$ cat src/rtl/uart_fifo_core.sv
// UART core: shared 16x baud tick, FIFO-buffered transmitter and receiver with
// runtime parity/stop configuration and per-word RX error flags.
module uart_fifo_core #(
    parameter int  DATABITS   = 8,
    parameter int  FIFO_DEPTH = 16,
    parameter int  DIV_W      = 16,
    localparam int LVL_W      = $clog2(FIFO_DEPTH + 1)
) (
    input  logic                clk,
    input  logic                reset,
    input  logic [DIV_W-1:0]    baud_div,
    input  logic                cfg_parity_en,
    input  logic                cfg_parity_odd,
    input  logic                cfg_stop2,
    input  logic                tx_valid,
    output logic                tx_ready,
    input  logic [DATABITS-1:0] tx_data_in,
    output logic                tx_data,
    output logic                tx_busy,
    output logic [LVL_W-1:0]    tx_level,
    input  logic                rx_data,
    output logic                rx_valid,
    input  logic                rx_ready,
    output logic [DATABITS-1:0] rx_data_out,
    output logic                rx_parity_err,
    output logic                rx_frame_err,
    output logic [LVL_W-1:0]    rx_level,
    output logic                rx_overrun,
    input  logic                rx_overrun_clr,
    output logic                baud_tick_16x_dbg
);
    localparam int PW  = $clog2(FIFO_DEPTH);
    localparam int RXW = DATABITS + 2;

    typedef enum logic [2:0] {StIdle, StStart, StData, StParity, StStop} state_e;

    logic [DIV_W-1:0] div_cnt;
    logic             tick;

    assign tick              = (div_cnt == baud_div);
    assign baud_tick_16x_dbg = tick;

    // A counter left above a freshly lowered divisor wraps on the next cycle.
    always_ff @(posedge clk or negedge reset) begin
        if (!reset)                 div_cnt <= '0;
        else if (div_cnt >= baud_div) div_cnt <= '0;
        else                        div_cnt <= div_cnt + 1'b1;
    end

    // ---------------- TX FIFO ----------------
    logic [DATABITS-1:0] tx_mem [FIFO_DEPTH];
    logic [PW-1:0]       tx_wp, tx_rp;
    logic [LVL_W-1:0]    tx_cnt;
    logic                tx_push, tx_pop, tx_empty, tx_frame_end;

    state_e              tx_state;
    logic [3:0]          tx_sub, tx_bit;
    logic [DATABITS-1:0] tx_shift;
    logic                tx_par_en, tx_par_bit, tx_stop2, tx_q;

    assign tx_ready     = (tx_cnt != LVL_W'(FIFO_DEPTH));
    assign tx_empty     = (tx_cnt == '0);
    assign tx_level     = tx_cnt;
    assign tx_push      = tx_valid && tx_ready;
    assign tx_frame_end = (tx_state == StStop) && tick && (tx_sub == 4'd15) &&
                          (tx_bit == 4'(tx_stop2));
    assign tx_pop       = !tx_empty && ((tx_state == StIdle) || tx_frame_end);
    assign tx_data      = tx_q;
    assign tx_busy      = !tx_empty || (tx_state != StIdle);

    always_ff @(posedge clk) begin
        if (tx_push) tx_mem[tx_wp] <= tx_data_in;
    end

    always_ff @(posedge clk or negedge reset) begin
        if (!reset) begin
            tx_wp  <= '0;
            tx_rp  <= '0;
            tx_cnt <= '0;
        end else begin
            if (tx_push) tx_wp <= tx_wp + 1'b1;
            if (tx_pop)  tx_rp <= tx_rp + 1'b1;
            tx_cnt <= tx_cnt + LVL_W'(tx_push) - LVL_W'(tx_pop);
        end
    end

    // ---------------- TX FSM ----------------
    always_ff @(posedge clk or negedge reset) begin
        if (!reset) begin
            tx_state   <= StIdle;
            tx_sub     <= '0;
            tx_bit     <= '0;
            tx_shift   <= '0;
            tx_par_en  <= 1'b0;
            tx_par_bit <= 1'b0;
            tx_stop2   <= 1'b0;
            tx_q       <= 1'b1;
        end else if (tx_pop) begin
            tx_state   <= StStart;
            tx_sub     <= '0;
            tx_bit     <= '0;
            tx_shift   <= tx_mem[tx_rp];
            tx_par_en  <= cfg_parity_en;
            tx_par_bit <= (^tx_mem[tx_rp]) ^ cfg_parity_odd;
            tx_stop2   <= cfg_stop2;
            tx_q       <= 1'b0;
        end else if (tx_state != StIdle && tick) begin
            tx_sub <= tx_sub + 1'b1;
            if (tx_sub == 4'd15) begin
                case (tx_state)
                    StStart: begin
                        tx_state <= StData;
                        tx_bit   <= '0;
                        tx_q     <= tx_shift[0];
                    end
                    StData: begin
                        if (tx_bit == 4'(DATABITS - 1)) begin
                            tx_bit <= '0;
                            if (tx_par_en) begin
                                tx_state <= StParity;
                                tx_q     <= tx_par_bit;
                            end else begin
                                tx_state <= StStop;
                                tx_q     <= 1'b1;
                            end
                        end else begin
                            tx_bit   <= tx_bit + 1'b1;
                            tx_shift <= tx_shift >> 1;
                            tx_q     <= tx_shift[1];
                        end
                    end
                    StParity: begin
                        tx_state <= StStop;
                        tx_bit   <= '0;
                        tx_q     <= 1'b1;
                    end
                    StStop: begin
                        if (tx_bit == 4'(tx_stop2)) tx_state <= StIdle;
                        else                        tx_bit   <= tx_bit + 1'b1;
                    end
                    default: tx_state <= StIdle;
                endcase
            end
        end
    end

    // ---------------- RX FSM ----------------
    logic [1:0]          rx_sync;
    logic                rx_s, rx_prev, rx_wait_high;
    state_e              rx_state;
    logic [3:0]          rx_sub, rx_bit;
    logic [DATABITS-1:0] rx_shift;
    logic                rx_par_en, rx_par_odd, rx_stop2, rx_perr, rx_ferr;
    logic                rx_bit_end, rx_push;
    logic [RXW-1:0]      rx_wdata;

    assign rx_s       = rx_sync[1];
    assign rx_bit_end = tick && (rx_sub == 4'd15);
    assign rx_push    = (rx_state == StStop) && rx_bit_end && (rx_bit == 4'(rx_stop2));
    assign rx_wdata   = {rx_ferr | !rx_s, rx_perr, rx_shift};

    always_ff @(posedge clk or negedge reset) begin
        if (!reset) begin
            rx_sync      <= 2'b11;
            rx_prev      <= 1'b1;
            rx_wait_high <= 1'b0;
            rx_state     <= StIdle;
            rx_sub       <= '0;
            rx_bit       <= '0;
            rx_shift     <= '0;
            rx_par_en    <= 1'b0;
            rx_par_odd   <= 1'b0;
            rx_stop2     <= 1'b0;
            rx_perr      <= 1'b0;
            rx_ferr      <= 1'b0;
        end else begin
            rx_sync <= {rx_sync[0], rx_data};
            rx_prev <= rx_s;
            case (rx_state)
                StIdle: begin
                    // After a framing error the line must return high before re-arming.
                    if (rx_wait_high) begin
                        if (rx_s) rx_wait_high <= 1'b0;
                    end else if (rx_prev && !rx_s) begin
                        rx_state <= StStart;
                        rx_sub   <= '0;
                    end
                end
                StStart: begin
                    if (tick) begin
                        if (rx_sub == 4'd7) begin
                            if (!rx_s) begin
                                rx_state   <= StData;
                                rx_sub     <= '0;
                                rx_bit     <= '0;
                                rx_par_en  <= cfg_parity_en;
                                rx_par_odd <= cfg_parity_odd;
                                rx_stop2   <= cfg_stop2;
                                rx_perr    <= 1'b0;
                                rx_ferr    <= 1'b0;
                            end else begin
                                rx_state <= StIdle;
                            end
                        end else begin
                            rx_sub <= rx_sub + 1'b1;
                        end
                    end
                end
                StData: begin
                    if (tick) rx_sub <= rx_sub + 1'b1;
                    if (rx_bit_end) begin
                        rx_shift <= {rx_s, rx_shift[DATABITS-1:1]};
                        if (rx_bit == 4'(DATABITS - 1)) begin
                            rx_bit   <= '0;
                            rx_state <= rx_par_en ? StParity : StStop;
                        end else begin
                            rx_bit <= rx_bit + 1'b1;
                        end
                    end
                end
                StParity: begin
                    if (tick) rx_sub <= rx_sub + 1'b1;
                    if (rx_bit_end) begin
                        rx_perr  <= rx_s ^ (^rx_shift) ^ rx_par_odd;
                        rx_state <= StStop;
                        rx_bit   <= '0;
                    end
                end
                StStop: begin
                    if (tick) rx_sub <= rx_sub + 1'b1;
                    if (rx_bit_end) begin
                        if (!rx_s) rx_ferr <= 1'b1;
                        if (rx_push) begin
                            rx_state     <= StIdle;
                            rx_wait_high <= rx_ferr | !rx_s;
                        end else begin
                            rx_bit <= rx_bit + 1'b1;
                        end
                    end
                end
                default: rx_state <= StIdle;
            endcase
        end
    end

    // ---------------- RX FIFO ----------------
    logic [RXW-1:0]   rx_mem [FIFO_DEPTH];
    logic [PW-1:0]    rx_wp, rx_rp;
    logic [LVL_W-1:0] rx_cnt;
    logic             rx_full, rx_wr, rx_pop;
    logic [RXW-1:0]   rx_head;

    assign rx_full       = (rx_cnt == LVL_W'(FIFO_DEPTH));
    assign rx_wr         = rx_push && !rx_full;
    assign rx_valid      = (rx_cnt != '0);
    assign rx_pop        = rx_valid && rx_ready;
    assign rx_level      = rx_cnt;
    assign rx_head       = rx_mem[rx_rp];
    assign rx_data_out   = rx_valid ? rx_head[DATABITS-1:0] : '0;
    assign rx_parity_err = rx_valid && rx_head[DATABITS];
    assign rx_frame_err  = rx_valid && rx_head[DATABITS+1];

    always_ff @(posedge clk) begin
        if (rx_wr) rx_mem[rx_wp] <= rx_wdata;
    end

    always_ff @(posedge clk or negedge reset) begin
        if (!reset) begin
            rx_wp      <= '0;
            rx_rp      <= '0;
            rx_cnt     <= '0;
            rx_overrun <= 1'b0;
        end else begin
            if (rx_wr)  rx_wp <= rx_wp + 1'b1;
            if (rx_pop) rx_rp <= rx_rp + 1'b1;
            rx_cnt <= rx_cnt + LVL_W'(rx_wr) - LVL_W'(rx_pop);
            // Fullness is judged before the same-cycle pop; clear beats set.
            if (rx_overrun_clr)        rx_overrun <= 1'b0;
            else if (rx_push && rx_full) rx_overrun <= 1'b1;
        end
    end
endmodule

$ cat config.mk
export PLATFORM = sky130hd
export DESIGN_NAME = uart_fifo_core
export DESIGN_NICKNAME = d
export VERILOG_FILES = /design/src/rtl/uart_fifo_core.sv
export SDC_FILE = /design/constraint.sdc
export NUM_CORES = 1
export LEC_CHECK = 0
export CORE_UTILIZATION = 45
export DETAILED_ROUTE_END_ITERATION = 16
export DONT_BUFFER_PORTS = 1
export GPL_ROUTABILITY_DRIVEN = 0
export GPL_TIMING_DRIVEN = 0
export PLACE_DENSITY = 0.59
export SYNTH_ARGS = -nofsm -noshare
export SYNTH_HDL_FRONTEND = slang
export SYNTH_SLANG_ARGS = --single-unit
$ cat constraint.sdc
create_clock -name clk -period 8.1 [get_ports clk]
set_clock_uncertainty 0.1 [all_clocks]
set_input_delay 0.81 -clock clk [delete_from_list [all_inputs] [get_ports clk]]
set_output_delay 0.81 -clock clk [all_outputs]
set_load 0.02 [all_outputs]
==> results.json <==
{
  "status": "complete, no violations",
  "timing.critical_path.arrival_ns": 4.61,
  "post_dp_cell_area_mm2": 0.01731,
  "ctsRootBufferMaster": "sky130_fd_sc_hd__clkbuf_16",
  "share_of_the_yosys_chip_area_belonging_to_registers_pct": 66.48,
  "vdd_drop_max_mv": 0.1768,
  "syn_area_per_cell_um2": 15.92,
  "flip_flop_and_latch_count_after_synthesis": 382,
  "cts_htree_levels": 2,
  "post_synth_num_cell_types": 64,
  "floorplan.io_pins": 59,
  "critPathTopFamily": "simple AND/OR/NAND/NOR gates",
  "initial_core_util_pct": 46.10,
  "groute.usage.overall_pct": 17.82,
  "ant_nets": 0,
  "cts_setup_buffers": 0,
  "max_freq_ghz": 0.2356,
  "grt_remaining_overflow": 0,
  "yosysTopAreaCell": "sky130_fd_sc_hd__edfxtp_1",
  "clock_sinks": 382,
  "setup_tns_final_ns": 0,
  "critical-path-slowest-cell": "sky130_fd_sc_hd__or4_4",
  "synth_top_cells_by_count": "sky130_fd_sc_hd__edfxtp_1, sky130_fd_sc_hd__dfrtp_1, sky130_fd_sc_hd__mux4_2",
  "leakagePower_nw": 7.156,
  "worst-setup-path-type": "reg -> reg",
  "tritoncts_clock_tree": "yes",
  "detailedRoute.firstIterationViolations": 568,
  "area_growth_syn_to_layout_pct": 13.09,
  "hold_path.class": "in -> async",
  "design.core.area_mm2": 0.03591,
  "syn-instance-count": 1040,
  "wire_length_of_the_first_global_routing_pass_um": 51990,
  "final-setup-viol-count": 0,
  "timing.critical_path.fanout_max": 10,
  "worst_ep_required_time_ns": 8.46,
  "synth_top_flop_cell": "sky130_fd_sc_hd__edfxtp_1",
  "post-synth-top-area-fraction_pct": 52.24,
  "final_net_count": 1174,
  "worst_slew_pin_slew_ns": 1.172,
  "final-instance-count-excl-fill": 1589,
  "fp.dieW_um": 193.8,
  "cp_common_cell": "sky130_fd_sc_hd__ha_1",
  "clk_pin_slew_ns": 0.06,
  "grt_max_degree": 92,
  "startpoint_type": "register",
  "timing.final.crit_share_pct": 52.41,
  "via_count": 8681,
  "synth_async_sr_flop_share_pct": 24.61,
  "first_global_vias": 8894,
  "final_layout_size_suffix_gt1_share_pct": 17.55,
  "synth_warnings": 0,
  "drv.max_cap_violation_count": 0,
  "antenna_cells": 0,
  "synth_nets": 1118,
  "hpwlAfterDp_um": 21680,
  "drt_first_pass_iters": 5,
  "rsz0062_at_grt": "no",
  "layout.core_utilization_pct": 52.13,
  "port-buffer-count": 0,
  "die_h_um": 193.8,
  "relSlewSlack_pct": 21.69,
  "grt_antenna_before_repair": 0,
  "worstPathBufferInverterCount": 5,
  "cts_buffers": 40,
  "critPathCaptureType": "register",
  "worstSkewPairLatency_ns": 0.55,
  "routed_wirelength_um": 32050,
  "post-place-cells": 1513,
  "post-route-drc-count": 0,
  "vias_per_cell": 5.463,
  "power_density_mw_per_mm2": 268.2,
  "timing.critical_path.cells": "ha_1 -> nand4_1 -> or4_4 -> buf_6 -> clkinv_4 -> nand4_4 -> o21ai_0 -> nand2_1 -> inv_1 -> buf_2 -> ha_1 -> inv_1 -> ha_1 -> fa_1 -> a21oi_1 -> nor2_1 -> nor2_1 -> xnor2_1",
  "placement_rows": 69,
  "routed_wire_length_per_instance_um": 20.17,
  "yosysMostFrequentCell": "sky130_fd_sc_hd__edfxtp_1",
  "report.power.total_mw": 5.021,
  "synth_edf_count": 288,
  "dieArea_mm2": 0.03756,
  "final.min_clock_period_ns": 4.245,
  "layout.cell_area.non_filler_mm2": 0.01872,
  "syn_area_mm2": 0.01656,
  "cp_slowest_stage_delay_ns": 0.62,
  "synth_area_leaders": "sky130_fd_sc_hd__edfxtp_1, sky130_fd_sc_hd__dfrtp_1, sky130_fd_sc_hd__mux4_2",
  "timing.final.hold_violations": 0,
  "final_max_slew_viol_count": 0,
  "clock_tree_buf_depth": 3
}
-- routing by layer --
| layer | up-vias | GRT usage, % | wire (µm) |
|---|---|---|---|
| li1 | 4049 | - | - |
| met1 | 4426 | 24.60 | 14420 |
| met2 | 157 | 29.60 | 15830 |
| met3 | 49 | 2.818 | 1270 |
| met4 | 0 | 4.733 | 540 |
| met5 | - | 0 | 0 |
-- state kept, by name, indices dropped and copies added (netlist names), 4 cells and up --
name / flops
div_cnt: 16
rx_bit: 4
rx_level: 5
rx_mem: 160
rx_rp: 4
rx_shift: 8
rx_sub: 4
rx_wp: 4
tx_bit: 4
tx_level: 5
tx_mem: 128
tx_rp: 4
tx_shift: 8
tx_sub: 4
tx_wp: 4
-- worst reg2reg max path, cell delays in order, from the launching register on --
cell                       delay, ns
sky130_fd_sc_hd__dfrtp_1        0.41
sky130_fd_sc_hd__ha_1           0.31
sky130_fd_sc_hd__nand4_1        0.21
sky130_fd_sc_hd__or4_4          0.62
sky130_fd_sc_hd__buf_6          0.17
sky130_fd_sc_hd__clkinv_4       0.09
sky130_fd_sc_hd__nand4_4        0.17
sky130_fd_sc_hd__o21ai_0        0.19
sky130_fd_sc_hd__nand2_1        0.22
sky130_fd_sc_hd__inv_1          0.18
sky130_fd_sc_hd__buf_2          0.26
sky130_fd_sc_hd__ha_1           0.16
sky130_fd_sc_hd__inv_1          0.04
sky130_fd_sc_hd__ha_1           0.20
sky130_fd_sc_hd__fa_1           0.41
sky130_fd_sc_hd__a21oi_1        0.14
sky130_fd_sc_hd__nor2_1         0.05
sky130_fd_sc_hd__nor2_1         0.12
sky130_fd_sc_hd__xnor2_1        0.12
-- worst paths after layout --
| check | startpoint | to | slack [ns] | cells past startpoint |
|---|---|---|---|---|
| max | div_cnt[13] | tx_level[4] | 3.85 | 18 |
| min | reset | tx_level[0] | 0.09 | 1 |
| max reg2reg | div_cnt[13] | tx_level[4] | 3.85 | 18 |
| min reg2reg | rx_sync[0] | rx_sync[1] | 0.25 | 0 |
| max in group asynchronous | reset | rx_sync[0] | 7.08 | 1 |
| min in group clk | rx_data | rx_sync[0] | 0.17 | 0 |
-- cell families after synthesis --
group           Yosys count  share of synthesized area (%)
compound gates           91                          3.356
xor+xnor                 56                          3.046
fa+ha+maj                45                          3.492
buf+inv                  97                          2.396
flops                   382                          66.48
mux                     110                          13.20
simple gates            259                          8.041
-- cell usage in the layout, fill, tap and decap left out, drive strengths merged, types with 16 or more instances in the layout --
cell type,n
edfxtp,288
dfrtp,90
mux4,85
clkbuf,79
nand2,74
nor2,57
inv,53
ha,43
xnor2,39
o21ai,32
buf,30
a21oi,24
nor2b,21
nand3,16
xor2,16
mux2,16
clkinv,16
-- stage by stage --
step	hold WS (ns)	setup WS, ns
after floorplan	0.2452	4.000
after global placement	0.2480	2.519
after detailed placement	0.2478	3.389
after CTS	0.09659	3.797
after global routing	0.1141	3.540
final	0.08970	3.855
-- cell type report --
type | count | area [µm²]
clock buffers | 50 | 1069
flip-flops and latches | 382 | 11010
repair buffers | 14 | 146.4
well taps | 461 | 576.8
fillers | 2959 | 17190
multi-input cells | 561 | 5224
inverters | 51 | 196.4
plain buffers | 46 | 200.2
clock inverters | 24 | 305.3
-- report_power, final --
part	internal [mW]	leakage [nW]	total, mW	switching (mW)
combinational	0.333	2.37	0.767	0.434
sequential	2.23	4.11	2.35	0.114
clock	1.14	0.674	1.91	0.767
-- timing repair --
item                      4_1_cts  5_1_grt
hold endpoints to repair       91        0
resized for setup               0        0
hold buffers                    2        0
Power figures use the tool's default switching activity.
